### src/rtl/count_arbiter.sv
// Round-robin owner of a shared down counter: grants one requester, latches its count,
// decrements to zero, pulses done. Optional decrement prescaler: COUNT_ARB_PRESCALE_EN.
module count_arbiter #(
  parameter int N_REQ        = 4,
  parameter int WIDTH        = 8,
  parameter int PRESCALE_DIV = 4
) (
  input  logic                   clock,
  input  logic                   reset,
  input  logic [N_REQ-1:0]       req,
  input  logic [N_REQ*WIDTH-1:0] load_val,
  output logic [N_REQ-1:0]       gnt,
  output logic [N_REQ-1:0]       done,
  output logic                   busy,
  output logic [WIDTH-1:0]       cnt_in,
  output logic                   cnt_latch,
  output logic                   cnt_dec,
  input  logic                   cnt_zero
);

  localparam int PTR_W = $clog2(N_REQ);

  typedef enum logic [1:0] {IDLE, LOAD, RUN, DONE} state_t;

  state_t           state_q, state_d;
  logic [PTR_W-1:0] ptr_q, ptr_d;
  logic [PTR_W-1:0] gidx_q, gidx_d;
  logic [N_REQ-1:0] gnt_q, gnt_d;
  logic [PTR_W-1:0] winner;
  logic             anyReq;
  logic             reqG;
  logic             decOk;

  // Scan from ptr+1 upward with wrap; the lowest offset with a set request wins.
  always_comb begin
    int idx;
    idx    = 0;
    winner = ptr_q;
    anyReq = 1'b0;
    for (int k = N_REQ; k >= 1; k--) begin
      idx = int'(ptr_q) + k;
      if (idx >= N_REQ) idx = idx - N_REQ;
      if (req[idx]) begin
        winner = PTR_W'(idx);
        anyReq = 1'b1;
      end
    end
  end

  assign reqG = req[gidx_q];

`ifdef COUNT_ARB_PRESCALE_EN
  localparam int TICK_W = (PRESCALE_DIV > 1) ? $clog2(PRESCALE_DIV) : 1;

  logic [TICK_W-1:0] tick_q, tick_d;

  // Held at zero outside RUN, so every RUN entry starts a fresh prescale period.
  always_comb begin
    tick_d = tick_q;
    if (state_q != RUN)
      tick_d = '0;
    else if (tick_q == TICK_W'(PRESCALE_DIV - 1))
      tick_d = '0;
    else
      tick_d = tick_q + 1'b1;
  end

  always_ff @(posedge clock) begin
    if (reset) tick_q <= '0;
    else       tick_q <= tick_d;
  end

  assign decOk = (tick_q == TICK_W'(PRESCALE_DIV - 1));
`else
  logic unusedPrescale;
  assign unusedPrescale = ^PRESCALE_DIV;
  assign decOk = 1'b1;
`endif

  always_ff @(posedge clock) begin
    if (reset) begin
      state_q <= IDLE;
      ptr_q   <= PTR_W'(N_REQ - 1);
      gidx_q  <= '0;
      gnt_q   <= '0;
    end else begin
      state_q <= state_d;
      ptr_q   <= ptr_d;
      gidx_q  <= gidx_d;
      gnt_q   <= gnt_d;
    end
  end

  // Reaching zero takes priority over an abort seen in the same RUN cycle.
  always_comb begin
    state_d = state_q;
    ptr_d   = ptr_q;
    gidx_d  = gidx_q;
    gnt_d   = gnt_q;
    case (state_q)
      IDLE: begin
        if (anyReq) begin
          gidx_d        = winner;
          gnt_d         = '0;
          gnt_d[winner] = 1'b1;
          state_d       = LOAD;
        end
      end
      LOAD: state_d = RUN;
      RUN: begin
        if (cnt_zero) begin
          state_d = DONE;
        end else if (!reqG) begin
          state_d = IDLE;
          gnt_d   = '0;
          ptr_d   = gidx_q;
        end
      end
      DONE: begin
        state_d = IDLE;
        gnt_d   = '0;
        ptr_d   = gidx_q;
      end
      default: state_d = IDLE;
    endcase
  end

  always_comb begin
    gnt       = gnt_q;
    busy      = (state_q != IDLE);
    done      = (state_q == DONE) ? gnt_q : '0;
    cnt_latch = (state_q == LOAD);
    cnt_in    = '0;
    if (state_q == LOAD) cnt_in = load_val[int'(gidx_q)*WIDTH +: WIDTH];
    cnt_dec   = (state_q == RUN) && !cnt_zero && decOk;
  end

endmodule

### config.mk
export PLATFORM = sky130hd
export DESIGN_NAME = count_arbiter
export DESIGN_NICKNAME = d
export VERILOG_FILES = /design/src/rtl/count_arbiter.sv
export SDC_FILE = /design/constraint.sdc
export NUM_CORES = 1
export LEC_CHECK = 0
export ABC_AREA = 1
export BUFFER_PORTS_ARGS = -buffer_cell sky130_fd_sc_hd__buf_2
export CAP_MARGIN = 20
export CELL_PAD_IN_SITES_DETAIL_PLACEMENT = 2
export CELL_PAD_IN_SITES_GLOBAL_PLACEMENT = 2
export CORE_ASPECT_RATIO = 1.1
export CORE_UTILIZATION = 21
export CTS_BUF_LIST = sky130_fd_sc_hd__clkbuf_2 sky130_fd_sc_hd__clkbuf_4 sky130_fd_sc_hd__clkbuf_8
export DETAILED_ROUTE_END_ITERATION = 8
export PLACE_DENSITY_LB_ADDON = 0.1
export SYNTH_ARGS = -nofsm -noshare
export SYNTH_HDL_FRONTEND = slang
export SYNTH_SLANG_ARGS = --single-unit
### constraint.sdc
create_clock -name clock -period 2.04 [get_ports clock]
set_input_delay 0.408 -clock clock [delete_from_list [all_inputs] [get_ports clock]]
set_output_delay 0.408 -clock clock [all_outputs]
set_load 0.1 [all_outputs]
==> results of run 1 <==
## report_power, final
part / switching (W) / internal [W]
combinational: 0.00152 / 0.000596
sequential: 0.0000897 / 0.000268
clock: 0.0000883 / 0.000170
## area by class of cell
type	count	share of cell area
Multi-Input combinational cell	145	0.478
Timing Repair Buffer	61	0.265
Sequential cell	10	0.125
Inverter	22	0.0576
Tap cell	54	0.0409
Clock buffer	4	0.0334
## critical path, delay by kind of cell, from the launching register on
kind	cells	cell delay [ns]
AO/OA/AOI/OAI	2	0.51
buffers and inverters	2	0.48
flip-flops	1	0.40
## metal layers
| metal | routed length, microns | track usage | vias up |
|---|---|---|---|
| li1 | - | - | 705 |
| met1 | 1760 | 0.203 | 662 |
| met2 | 2430 | 0.380 | 31 |
| met3 | 121 | 0.0156 | 2 |
| met4 | 17 | 0.0236 | 0 |
| met5 | 0 | 0 | - |
## registers in the layout (all words and copies together), names as in the netlist
signal / cells
ptr_q: 2
gidx_q: 2
gnt: 4
state_q: 2
## synthesized netlist by cell type
| cell type | number |
|---|---|
| nor2_1 | 42 |
| nand2_1 | 35 |
| o21ai_0 | 23 |
| inv_1 | 17 |
| a21oi_1 | 16 |
| nand3_1 | 12 |
| dfxtp_1 | 10 |
| nand2_2 | 5 |
| clkinv_1 | 4 |
| o21ai_1 | 4 |
| clkbuf_1 | 2 |
| nor3_1 | 2 |
| o211ai_1 | 2 |
| buf_1 | 1 |
| buf_2 | 1 |
| buf_6 | 1 |
| inv_2 | 1 |
| nand3_2 | 1 |
| nor2_2 | 1 |
| nor2_4 | 1 |
| o21a_1 | 1 |
## cell families (layout without fill, tap and decap cells)
| kind of cell | Yosys count | after routing |
|---|---|---|
| compound gates | 46 | 46 |
| simple gates | 99 | 99 |
| flops | 10 | 10 |
| buf+inv | 27 | 87 |
## how the worst min path moves through the flow
stage	startpoint	to	slack, ns
3_3_place_gp	gnt[0]$_SDFFE_PP0P_	gnt[0]$_SDFFE_PP0P_	0.46
2_1_floorplan	reset	gnt[0]$_SDFFE_PP0P_	0.47
6_report	reset	gnt[1]$_SDFFE_PP0P_	0.42
3_5_place_dp	gnt[3]$_SDFFE_PP0P_	gnt[3]$_SDFFE_PP0P_	0.47
4_1_cts	reset	gnt[1]$_SDFFE_PP0P_	0.42
5_1_grt	reset	gnt[1]$_SDFFE_PP0P_	0.43
## through the flow
step	worst slack (ns)	std cells	total power [W]
after floorplan	-0.222	182	0.00189
after global placement	0.350	292	0.00240
after detailed placement	0.243	292	0.00248
after CTS	0.0144	296	0.00275
after global routing	-0.101	296	0.00291
final	-0.0195	296	0.00273
## what timing repair did
item                                    CTS  global route
gates resized for setup                   0             7
endpoints found under the setup margin    0             9
setup buffers                             0             0
==> reports/results.ini, run 1 <==
[sta]
setup_viol_count_final=3
finalCritPeriodShare=1.01
tightestPinTransition_ns=0.499
max_freq_ghz=0.486
hold_viol_final=0
rsz0062_at_grt=yes
fin_tns_setup_ns=-0.0462
skew_ns=0.00504
relSlewSlack=0.670
drv_slew=0
fin_ws_ns=-0.0195
holdWs_ns=0.419
min_period_ns=2.06

[final_layout]
final_layout_size_suffix_gt1_frac=0.401
layout_commonest_cell=buf_2
final_area_sq_um=1650
nFillCells=535
area_growth_pct=70.9
layout_common_cells=48 x buf_2, 37 x nor2_1, 35 x nand2_1, 19 x o21ai_0, 15 x inv_1
regArea_sq_um=206
antenna_cells=0
nNetsFinal=282
fin_util=0.380
multiInputGateArea_sq_um=788

[drt]
drt-wirelength-per-cell_microns=14.6
drt_first_pass_iters=3
vias_per_cell=4.73
routed_wl_microns=4320
drc_errors=0
drt_iter0_markers=29
via_count=1400
ant_nets=0

[yosys]
muxShareOfSynthArea=0
synth_top_area_share=0.207
yosys.area_share.simple=0.433
syn_area_sq_um=966
ys_warn_count=0
synth_xor_area_frac=0
yosysTopAreaCell=dfxtp_1
synthAdderAreaFrac=0
synth_cells=182
synth_top_family_by_area=simple AND/OR/NAND/NOR gates
ys_seq_area_frac=0.207
synth_fp_nets=221
synth_area_leaders=dfxtp_1 21%, nor2_1 16%, nand2_1 14%, o21ai_0 12%, a21oi_1 8.3%
synth_seq_cells=10
ys_types=21
synth_compound_area_frac=0.246
syn_area_per_cell_sq_um=5.31

[floorplan]
core_sq_um=4350
start_util=0.222
die_area_sq_um=4880
rows=25
die_w_microns=66.7
num_io_pins=58
die_y_microns=73.1

[clock_network]
ctsRootBufferMaster=clkbuf_8
insertion_delay_ns=0.24
cts.sinks=10
htree_levels=1
cts_buffers=3
cts_hold_buffers=0
cts_tree=done
ctsLongestPathBuffers=2
clk_pin_slew_worst_paths_ns=0.06

[setup_path]
rr_worst_depth=10
critPathSlowestCell=o21ai_0
arrival_ns=1.65
crit_fanout=17
slowest_delay_ns=0.41
crit_chain=clkinvlp_4 > o21ai_0 > a21oi_4 > buf_12
critPathCapture=cnt_in[7]
startpoint_type=flop
startpoint=gidx_q[0]$_SDFFE_PP0P_
required_ns=1.63
timing_worst_setup_path_type=reg2out
reg2reg_slack_ns=0.26
worstReg2RegStart=ptr_q[0]$_SDFFE_PP1P_
end_kind=primary output
reg2reg_to=gnt[0]$_SDFFE_PP0P_

[global_route]
grt_antenna_before_repair=0
grt_use_total=0.185
grt_pass1_vias=1551
grt_first_pass_wirelength_microns=7030
grt_max_degree=18
grt_overflow=0

[job]
maxCapViolations=0

[min_path]
hold_depth=2
hp-class=in2reg

[placed_design]
hpwl_microns=3640
place_congestion=0.754
place_area_sq_um=1590
port_buffers=57

[power]
p_per_area_nw_per_um2=1660
vdd_drop_max_v=0.000729
leakage_nw=0.771

[run_status]
outcome=complete, but fails checks
violations=negative setup slack

(Power assumes the default switching activity.)
==> inputs of run 2 (changes only) <==
- CORE_MARGIN: default -> 1.5
==> reports/results.ini, run 2 (same netlist as run 1, synthesis figures left out) <==
[sta]
finalCritPeriodShare=0.959
drv_slew=0
skew_ns=0.00485
fin_ws_ns=0.0832
tightestPinTransition_ns=0.494
setup_viol_count_final=0
max_freq_ghz=0.511
fin_tns_setup_ns=0
hold_viol_final=0
relSlewSlack=0.673
min_period_ns=1.96

[clock_network]
ctsRootBufferMaster=clkbuf_8
htree_levels=1
ctsLongestPathBuffers=2
cts_tree=done
insertion_delay_ns=0.23
clk_pin_slew_worst_paths_ns=0.05
cts.sinks=10
cts_hold_buffers=0
cts_buffers=3

[power]
switchingPower_w=0.00168
power_frac_seq=0.133
finalPower_w=0.00270
power_frac_clock=0.075
p_per_area_nw_per_um2=1640
p_int_w=0.00103
leakage_nw=0.770
netSwitchingFraction=0.620
combinationalPowerShare=0.792
vdd_drop_max_v=0.000882

[drt]
vias_per_cell=4.75
via_count=1402
drt_first_pass_iters=4
routed_wl_microns=4150
drc_errors=0
ant_nets=0
drt-wirelength-per-cell_microns=14.1
drt_iter0_markers=46

[final_layout]
nNetsFinal=282
final_area_sq_um=1650
fin_util=0.380
nFillCells=541
largest_reg_flops=4
layout_common_cells=46 x buf_2, 37 x nor2_1, 35 x nand2_1, 18 x o21ai_1, 15 x inv_1
layout_commonest_cell=buf_2
area_growth_pct=71.1
antenna_cells=0
final_layout_size_suffix_gt1_frac=0.402

[floorplan]
num_io_pins=58
die_area_sq_um=5020
rows=25
start_util=0.222
die_w_microns=67.7
core_sq_um=4350
die_y_microns=74.1

[job]
maxCapViolations=0

[min_path]
hp-class=in2reg

[setup_path]
arrival_ns=1.55
required_ns=1.63
startpoint_type=flop
end_kind=primary output
crit_fanout=5
timing_worst_setup_path_type=reg2out

[global_route]
grt_antenna_before_repair=0
grt_first_pass_wirelength_microns=6930
grt_pass1_vias=1521
grt_overflow=0
grt_max_degree=18
grt_use_total=0.177

[placed_design]
place_congestion=0.726
place_area_sq_um=1580
hpwl_microns=3540
pre_cts_slack_ns=0.256
port_buffers=57

[run_status]
outcome=complete, no violations

[run 2: changes by cell type in the layout (fill, tap and decap cells not counted)]
cell        change
buf_4           -1
buf_2           -2
clkbuf_8        -1
buf_12          +1
dfxtp_2         +1
dfxtp_1         -1
clkbuf_4        +2
o21ai_0        -10
clkinv_2        +1
clkinvlp_4      -1
o21ai_1        +10
[run 2: final cells by class]
| cell class | instances | area [sq um] | share of cell area |
|---|---|---|---|
| Timing Repair Buffer | 61 | 455 | 0.276 |
| Tap cell | 54 | 67.6 | 0.0409 |
| Clock buffer | 3 | 41.3 | 0.0250 |
| Multi-Input combinational cell | 145 | 788 | 0.477 |
| Inverter | 22 | 92.6 | 0.0560 |
| Sequential cell | 10 | 208 | 0.126 |
[run 2: critical path, stage by stage (launching register included)]
cell and delay (ns):
dfxtp_1 0.45, nand2_1 0.30, nor2_4 0.14, buf_2 0.43
[run 2: power groups by stage]
stage,Clock (W),Sequential [W],Combinational [W]
after floorplan,0,0.000508,0.00139
after global placement,0,0.000347,0.00204
after detailed placement,0,0.000353,0.00210
after CTS,0.000205,0.000353,0.00211
after global routing,0.000215,0.000372,0.00231
final,0.000202,0.000359,0.00214
[run 2: per-layer routing]
layer | wire length [microns] | GRT usage | vias up
li1 | - | - | 704
met1 | 1630 | 0.194 | 666
met2 | 2370 | 0.357 | 30
met3 | 137 | 0.0227 | 2
met4 | 20 | 0.0272 | 0
met5 | 0 | 0 | -
[run 2: per-stage QoR]
| step | std cells | hold slack (ns) |
|---|---|---|
| detailed placement | 291 | 0.472 |
| global route | 295 | 0.443 |
| CTS | 294 | 0.436 |
| finish | 295 | 0.435 |
| floorplan | 182 | 0.470 |
| global placement | 291 | 0.464 |
[run 2: path summary, 6_finish.rpt]
path / from / endpoint / slack [ns] / cells past startpoint
worst max-delay path: state_q[1]$_SDFFE_PP0P_ / done[0] / 0.08 / 3
worst min-delay path: reset / gnt[3]$_SDFFE_PP0P_ / 0.43 / 2
worst max register to register: ptr_q[0]$_SDFFE_PP1P_ / gnt[0]$_SDFFE_PP0P_ / 0.43 / 8
worst min register to register: gnt[3]$_SDFFE_PP0P_ / gnt[3]$_SDFFE_PP0P_ / 0.47 / 2
[run 2: what timing repair did]
item	CTS	global route
buffers inserted	0	1
setup endpoints to repair	1	12
gates resized for setup	1	19
